## config.mk

```make
export PLATFORM = sky130hd
export DESIGN_NAME = keypad_debounce_decoder
export DESIGN_NICKNAME = d
export VERILOG_FILES = /design/src/rtl/keypad_pkg.sv /design/src/rtl/keypad_row_sync.sv /design/src/rtl/keypad_debounce_decoder.sv
export SDC_FILE = /design/constraint.sdc
export NUM_CORES = 1
export LEC_CHECK = 0
export ABC_AREA = 0
export CAP_MARGIN = 30
export CORE_MARGIN = 2
export CORE_UTILIZATION = 40
export DETAILED_ROUTE_END_ITERATION = 16
export SYNTH_ARGS = -nofsm -noshare
export SYNTH_HDL_FRONTEND = slang
export SYNTH_SLANG_ARGS = --single-unit
```

## constraint.sdc

```tcl
create_clock -name clk -period 4.4 [get_ports clk]
set_clock_uncertainty 0.1 [all_clocks]
set_input_delay 1.1 -clock clk [delete_from_list [all_inputs] [get_ports clk]]
set_output_delay 1.1 -clock clk [all_outputs]
set_load 0.1 [all_outputs]
```

## src/rtl/keypad_pkg.sv

```systemverilog
// Shared types and helpers for the keypad debounce decoder.
// Holds the debounce FSM state type, the row/column to hex code map,
// and small decode helpers for the column strobe and the row lines.
package keypad_pkg;

    typedef enum logic [1:0] {
        IDLE,
        PRESS_DB,
        HELD,
        REL_DB
    } state_t;

    typedef struct packed {
        logic       valid;
        logic [1:0] idx;
    } onehot_idx_t;

    // Indexed as KEY_MAP[row][col]
    localparam logic [3:0] KEY_MAP [4][4] = '{
        '{4'h1, 4'h2, 4'h3, 4'hA},
        '{4'h4, 4'h5, 4'h6, 4'hB},
        '{4'h7, 4'h8, 4'h9, 4'hC},
        '{4'hE, 4'h0, 4'hF, 4'hD}
    };

    // Column strobe to index; valid only when exactly one bit is set
    function automatic onehot_idx_t onehot_to_idx(input logic [3:0] vec);
        onehot_idx_t res;
        res.valid = 1'b1;
        res.idx   = 2'd0;
        case (vec)
            4'b0001: res.idx = 2'd0;
            4'b0010: res.idx = 2'd1;
            4'b0100: res.idx = 2'd2;
            4'b1000: res.idx = 2'd3;
            default: res.valid = 1'b0;
        endcase
        return res;
    endfunction

    // Lowest-numbered row that is pulled low wins when several are low
    function automatic logic [1:0] lowest_low_row(input logic [3:0] rows_n);
        logic [1:0] row;
        if (!rows_n[0]) begin
            row = 2'd0;
        end else if (!rows_n[1]) begin
            row = 2'd1;
        end else if (!rows_n[2]) begin
            row = 2'd2;
        end else begin
            row = 2'd3;
        end
        return row;
    endfunction

endpackage

```

## src/rtl/keypad_row_sync.sv

```systemverilog
// Two-flop synchronizer for the asynchronous row lines, with the column
// strobe delayed through the same number of registers so every row sample
// stays paired with the column that was driving the keypad when it was taken.
// Only compiled when KEYPAD_ROW_SYNC_EN is defined.
`ifdef KEYPAD_ROW_SYNC_EN
module keypad_row_sync (
    input  logic       clk,
    input  logic       reset,
    input  logic [3:0] col_in,
    input  logic [3:0] rows_n_in,
    output logic [3:0] col_out,
    output logic [3:0] rows_n_out
);

    logic [3:0] rows_meta;
    logic [3:0] col_meta;

    // Two-stage pipeline; rows idle high (no key) and columns idle at no strobe
    always_ff @(posedge clk) begin
        if (!reset) begin
            rows_meta  <= 4'hF;
            rows_n_out <= 4'hF;
            col_meta   <= 4'h0;
            col_out    <= 4'h0;
        end else begin
            rows_meta  <= rows_n_in;
            rows_n_out <= rows_meta;
            col_meta   <= col_in;
            col_out    <= col_meta;
        end
    end

endmodule
`endif

```

## src/rtl/keypad_debounce_decoder.sv

```systemverilog
// Keypad debounce and decode. Watches the rotating one-hot column strobe
// and the active-low row lines, latches the first key seen, confirms press
// and release by counting consecutive consistent observations of that key,
// and reports a hex code with a one-cycle valid pulse per accepted press.
// Define KEYPAD_ROW_SYNC_EN to insert a two-flop row synchronizer (and a
// matching column delay) in front of the decoder.
module keypad_debounce_decoder
    import keypad_pkg::*;
#(
    parameter int DEBOUNCE_OBS = 8,
    parameter int CNT_W        = 8
) (
    input  logic       clk,
    input  logic       reset,
    input  logic [3:0] col_onehot,
    input  logic [3:0] rows_n,
    output logic [3:0] key_code,
    output logic       key_valid,
    output logic       key_held
);

    localparam logic [CNT_W-1:0] OBS_TARGET = CNT_W'(DEBOUNCE_OBS);
    localparam bit               ONE_OBS    = (DEBOUNCE_OBS <= 1);

    logic [3:0] obs_col;
    logic [3:0] obs_rows_n;

`ifdef KEYPAD_ROW_SYNC_EN
    keypad_row_sync u_row_sync (
        .clk        (clk),
        .reset      (reset),
        .col_in     (col_onehot),
        .rows_n_in  (rows_n),
        .col_out    (obs_col),
        .rows_n_out (obs_rows_n)
    );
`else
    assign obs_col    = col_onehot;
    assign obs_rows_n = rows_n;
`endif

    state_t           state, state_n;
    logic [CNT_W-1:0] cnt, cnt_n, cnt_inc;
    logic [1:0]       trk_col, trk_col_n;
    logic [1:0]       trk_row, trk_row_n;
    logic [3:0]       key_code_n;
    logic             key_valid_n;
    logic             key_held_n;

    onehot_idx_t      col_dec;
    logic             any_hit;
    logic [1:0]       hit_row;
    logic             trk_obs;
    logic             trk_low;

    // Decode the current observation and how it relates to the tracked key
    always_comb begin
        col_dec = onehot_to_idx(obs_col);
        any_hit = (obs_rows_n != 4'hF);
        hit_row = lowest_low_row(obs_rows_n);
        trk_obs = col_dec.valid && (col_dec.idx == trk_col);
        trk_low = !obs_rows_n[trk_row];
        cnt_inc = (cnt == {CNT_W{1'b1}}) ? cnt : cnt + 1'b1;
    end

    // Next-state and registered-output logic of the debounce FSM
    always_comb begin
        state_n     = state;
        cnt_n       = cnt;
        trk_col_n   = trk_col;
        trk_row_n   = trk_row;
        key_code_n  = key_code;
        key_valid_n = 1'b0;
        key_held_n  = key_held;
        case (state)
            IDLE: begin
                if (col_dec.valid && any_hit) begin
                    trk_col_n = col_dec.idx;
                    trk_row_n = hit_row;
                    if (ONE_OBS) begin
                        state_n     = HELD;
                        cnt_n       = '0;
                        key_code_n  = KEY_MAP[hit_row][col_dec.idx];
                        key_valid_n = 1'b1;
                        key_held_n  = 1'b1;
                    end else begin
                        state_n = PRESS_DB;
                        cnt_n   = CNT_W'(1);
                    end
                end
            end
            PRESS_DB: begin
                if (trk_obs) begin
                    if (trk_low) begin
                        if (cnt_inc >= OBS_TARGET) begin
                            state_n     = HELD;
                            cnt_n       = '0;
                            key_code_n  = KEY_MAP[trk_row][trk_col];
                            key_valid_n = 1'b1;
                            key_held_n  = 1'b1;
                        end else begin
                            cnt_n = cnt_inc;
                        end
                    end else begin
                        state_n = IDLE;
                        cnt_n   = '0;
                    end
                end
            end
            HELD: begin
                if (trk_obs && !trk_low) begin
                    if (ONE_OBS) begin
                        state_n    = IDLE;
                        cnt_n      = '0;
                        key_held_n = 1'b0;
                    end else begin
                        state_n = REL_DB;
                        cnt_n   = CNT_W'(1);
                    end
                end
            end
            REL_DB: begin
                if (trk_obs) begin
                    if (!trk_low) begin
                        if (cnt_inc >= OBS_TARGET) begin
                            state_n    = IDLE;
                            cnt_n      = '0;
                            key_held_n = 1'b0;
                        end else begin
                            cnt_n = cnt_inc;
                        end
                    end else begin
                        state_n = HELD;
                        cnt_n   = '0;
                    end
                end
            end
            default: begin
                state_n = IDLE;
                cnt_n   = '0;
            end
        endcase
    end

    // State, tracking and output registers; reset aborts any debounce in flight
    always_ff @(posedge clk) begin
        if (!reset) begin
            state     <= IDLE;
            cnt       <= '0;
            trk_col   <= 2'd0;
            trk_row   <= 2'd0;
            key_code  <= 4'h0;
            key_valid <= 1'b0;
            key_held  <= 1'b0;
        end else begin
            state     <= state_n;
            cnt       <= cnt_n;
            trk_col   <= trk_col_n;
            trk_row   <= trk_row_n;
            key_code  <= key_code_n;
            key_valid <= key_valid_n;
            key_held  <= key_held_n;
        end
    end

endmodule
```

# Yosys cells after proc, flatten, opt, wreduce, memory -nomap -nowiden
# Cells that the tools add are included.
[op_classes] add_sub_neg=1 reduce_logical=12 eq_ne=20 order_cmp=4 muxes=39 bitwise=6
[op_table] operator="8-bit 2-to-1 mux" n=8
[op_table] operator="16-bit binary-select mux with 2-bit select" n=1
[op_table] operator="16-bit 2-to-1 mux" n=2
[op_table] operator="8-bit one-hot mux with 4 select lines" n=1
[op_table] operator="2-bit 2-to-1 mux" n=10
[op_table] operator="2-bit != test, second input constant" n=8
[op_table] operator="1-bit 2-to-1 mux" n=10
[op_table] operator="8-bit by 1-bit adder with 8-bit output, second input constant" n=1
[op_table] operator="4-bit binary-select mux with 2-bit select" n=1
[op_table] operator="8-bit equality test, second input constant" n=1
[op_table] operator="8-bit by 4-bit >= comparator with 1-bit output, second input constant" n=1
[op_table] operator="4-bit 2-to-1 mux" n=2
[op_table] operator="2-bit one-hot mux with 4 select lines" n=1
[op_table] operator="4-bit AND reduction" n=2
[op_table] operator="4-bit OR reduction" n=2
[op_table] operator="7-bit AND reduction" n=1
[op_table] operator="3-bit >= comparator, second input constant" n=2
[op_table] operator="3-bit != test, second input constant" n=2
[op_table] operator="2-bit NOT with 3-bit output" n=2
[op_table] operator="2-bit one-hot mux with 3 select lines" n=1
[op_table] operator="6-bit AND reduction" n=1
[op_table] operator="2-bit equality test, second input constant" n=2
[op_table] operator="4-bit by 1-bit equality test with 1-bit output, second input constant" n=1
[op_table] operator="4-bit by 2-bit equality test with 1-bit output, second input constant" n=1
[op_table] operator="other kinds (13)" n=18
[totals] inputBits=10 output_inout_bits=6 regBits=20 elab_cells=89

# Depth between registers and ports, before layout
[logic_depth] ltp_word=7 mapped_depth=6 mapped_depth_nobuf=6

# Worst setup path after synthesis
# No wires, ideal clock.
[synth_timing] kind="input -> register" from="in col_onehot[1]" to="reg key_code[2]" setup_time_ns=0.116 required_time_ns=4.184 n_path_buf=1 cell_stages=6 path_slack_ns=1.648 t_arrival_ns=2.536 cell_sequence="buf_2 > or3b_1 > a21o_1 > a221oi_2 > nand2_2 > a31o_1"
[synth_via] elab_chain_cells=5 elab_cells_between_ends=10
[synth_rtl] element="start: declaration" line="keypad_debounce_decoder.sv:15" source="input logic [3:0] col_onehot,"
[synth_rtl] element="4-bit equality test, or another cell as far along" line="keypad_pkg.sv:31" source="case (vec)"
[synth_rtl] element="2-bit one-hot mux with 3 select lines / 4-bit OR reduction (equally long branches)"
[synth_rtl] element="2-bit equality test / 1-bit 2-to-1 mux (equally long branches)" line="keypad_debounce_decoder.sv:61, keypad_pkg.sv:31"
[synth_rtl] element="1-bit logical AND *" line="keypad_debounce_decoder.sv:61" source="trk_obs = col_dec.valid && (col_dec.idx == trk_col);"
[synth_rtl] element="4-bit AND reduction (no source line) *"
[synth_rtl] element="end signal: assignment" line="keypad_debounce_decoder.sv:160" source="key_code <= key_code_n;"
[synth_rtl] element="end: declaration" line="keypad_debounce_decoder.sv:17" source="output logic [3:0] key_code,"
# Every way passes the cells marked *; elsewhere a longest branch is shown, timed or not.
# A chain may end at the register's enable or synchronous reset.

# Worst setup path after layout
# Same ends and word-level chain as after synthesis.

==> results by group <==
Outcome
  – Status: completed

Global route
  – Largest net degree at the start of global routing: 14
  – Initial antenna violation count: 0
  – First-pass GRT wire length: 4402 µm
  – Tot GR Track Use: 0.1600
  – Vias in the first global route: 958
  – Grt ovf: 0

Floorplan
  – Die X: 59.37 µm
  – Initial Utilization: 0.4118
  – Row cnt: 20
  – Die area: 0.003524 mm²
  – Core ar.: 0.002978 mm²
  – Top Ports: 16
  – Die Height: 59.37 µm

Clock network
  – Worst-path clk slew: 0.12 ns
  – Hold_buf cts: 0
  – H-tree depth: 1
  – Post-CTS setup buffer count: 0
  – CTS resizes: 0
  – Clk sinks: 20
  – Worst skew pair latency: 0.31 ns
  – CTS buffer count: 3
  – CTS tree: built
  – CTS max path bufs: 2
  – Clock Root Buffer: clkbuf_4

Place
  – Final GP Congestion: 0.7567
  – IO buf count: 15
  – Detail Placement HPWL: 2014 µm
  – Post-Place Cells: 184
  – Placed cell area: 0.001384 mm²
  – Setup slack after placement: 1.072 ns

Pwr
  – PwrDens: 274.5 mW/mm²
  – Design Power: 0.3943 mW
  – Leak: 0.4767 nW
  – Max IR drop VDD: 0.2229 mV

Synthesis
  – Post-synthesis xor/xnor area fraction: 0.03571
  – Syn Inst Count: 144
  – Number of synthesized flops with an enable pin: 0
  – Synth Area in Simple Gates: 0.2541
  – Top post-synthesis cells by area: dfxtp_1 (33%), mux2i_1 (6.5%), a21oi_1 (3.7%)
  – Cell taking the most area after synthesis: dfxtp_1
  – Asr flop ratio synth: 0
  – Synth top area share: 0.3265
  – Largest family of logic cells by synthesized area: simple AND/OR/NAND/NOR gates
  – Register area share after synthesis: 0.3265
  – Mean area per synthesized cell: 8.515 µm²
  – Post-synth top flop: dfxtp_1
  – Post-Synth Adder-Cell Area: 0.01020
  – Count of different cell masters after synthesis: 52
  – Syn Nets: 155
  – Synth Cell Area: 0.001226 mm²
  – Mux contribution to synthesized area: 0.08367
  – Register bit total from synthesis: 20
  – Compound-gate portion of the synthesized area: 0.2439
  – Ys Warns: 0

STA
  – Setup tns final: 0 ns
  – Worst Slack Setup Final: 1.356 ns
  – Tcrit/Tclk final: 0.6919
  – RSZ-0062 raised after global routing: no
  – Min Tclk post-route: 3.044 ns
  – Slew at the pin closest to its max-slew limit: 0.9707 ns
  – Hold_ws: 0.3836 ns
  – Max_slew headroom: 0.3508
  – Final Max Tran Viols: 0
  – Final Hold Viols: 0
  – Max Clock Freq: 0.3285 GHz
  – Final setup viols: 0

Critical path
  – Crit path capture type: flop
  – Critical path type: in -> reg
  – CP Data Required Time: 4.56 ns
  – Crit Path Max Fanout: 7
  – Critical Path AT: 3.21 ns
  – Element type at the critical path start: primary input

Route
  – Post-route ant nets: 0
  – DRT Wirelength: 2591 µm
  – DR WL/cell: 13.78 µm
  – TritonRoute pass-1 iters: 4
  – Initial DRC count: 76
  – Via/cell ratio: 5.612
  – DR vias: 1,055
  – Detailed-route DRC error count: 0

Flow run
  – Number of max-cap violations: 0

Cells and area
  – Final non-filler cell total: 188
  – N_diodes: 0
  – # fillers: 300
  – Net count, final: 167
  – Post-route cell area: 0.001436 mm²
  – P&R area growth vs syn: 17.14%
  – Layout cells sized above 1: 0.07742
  – Utilization after layout: 0.4824

Worst hold path
  – HP Class: reg -> reg
-- worst max-delay path: stages --
cell and delay (ns):
clkdlybuf4s50_1 0.57, or3b_1 0.44, a21o_1 0.23, a221o_1 0.43
nor4_1 0.30, a31o_1 0.14
-- report_power, final --
part           total, mW  switching, mW  internal (mW)
sequential         0.190        0.00614          0.184
clock              0.151         0.0588         0.0921
combinational     0.0529         0.0287         0.0243
total              0.394         0.0936          0.301
-- cells in the mapped netlist, types with 2 or more instances --
cell and count:
nand4_1 3, buf_2 2, nand2b_1 3, inv_1 6, clkbuf_1 4, nor2_1 9
o21ai_0 5, and3_1 4, nand3_1 6, nor4_1 2, o21ai_1 3, mux2i_1 8
xnor2_1 3, dfxtp_1 20, nand2_1 8, a211oi_1 3, nor2b_1 3, nor3_1 3
a21oi_1 9, xor2_1 2, o21a_1 2, nand3b_1 2, mux2_2 2, nor3b_1 4
-- state kept, by name, summed over array words and instances (netlist names), named ones only --
name       count
cnt            8
key_code       4
trk_col        2
trk_row        2
key_held       1
key_valid      1
state          1
-- final cells by class --
class | instances | area (µm²) | area share
inverter | 6 | 22.52 | 0.01568
clock inverter | 1 | 30.03 | 0.02091
clock buffer | 3 | 22.52 | 0.01568
sequential | 20 | 400.4 | 0.2787
multi-input combinational | 110 | 769.5 | 0.5357
tap | 33 | 41.29 | 0.02875
timing repair buffer | 15 | 150.1 | 0.1045
-- metal layers --
layer | vias to the layer above | global-route usage | share of wire
li1 | 561 | - | -
met4 | 0 | 0.02597 | 0.0027
met1 | 478 | 0.2182 | 0.49
met5 | - | 0 | 0
met3 | 2 | 0.03930 | 0.026
met2 | 14 | 0.2590 | 0.48
-- logic make-up (layout without fill, tap and decap cells) --
kind of cell | after synthesis | count (layout)
AO/OA/AOI/OAI | 39 | 39
multiplexers | 10 | 10
AND/OR/NAND/NOR | 55 | 55
XOR/XNOR | 5 | 5
flip-flops | 20 | 20
adder cells (fa/ha/maj) | 1 | 1
buffers and inverters | 14 | 25
-- final timing paths --
| path | from | endpoint | slack (ns) | cells past startpoint |
|---|---|---|---|---|
| worst max-delay path | col_onehot[1] | key_code[2]$_SDFFE_PN0P_ | 1.36 | 6 |
| worst min-delay path | key_code[3]$_SDFFE_PN0P_ | key_code[3]$_SDFFE_PN0P_ | 0.38 | 2 |
| worst max register to register | cnt[0]$_SDFFE_PN0P_ | cnt[2]$_SDFFE_PN0P_ | 2.15 | 6 |
| worst min register to register | key_code[3]$_SDFFE_PN0P_ | key_code[3]$_SDFFE_PN0P_ | 0.38 | 2 |
-- placed cells by master (no fill, tap or decap), drive strengths merged, types with 3 or more instances in the layout --
cell,Yosys,routed
nand4,3,3
mux2i,8,8
nor3b,4,4
nor3,3,3
and3,4,4
inv,6,6
nor2b,3,3
o21ai,8,8
nand2b,3,3
clkdlybuf4s50,0,15
xnor2,3,3
nand2,9,9
clkbuf,5,3
nor2,9,9
nand3,6,6
a211oi,4,4
a21oi,9,9
dfxtp,20,20
(Power assumes the default switching activity.)
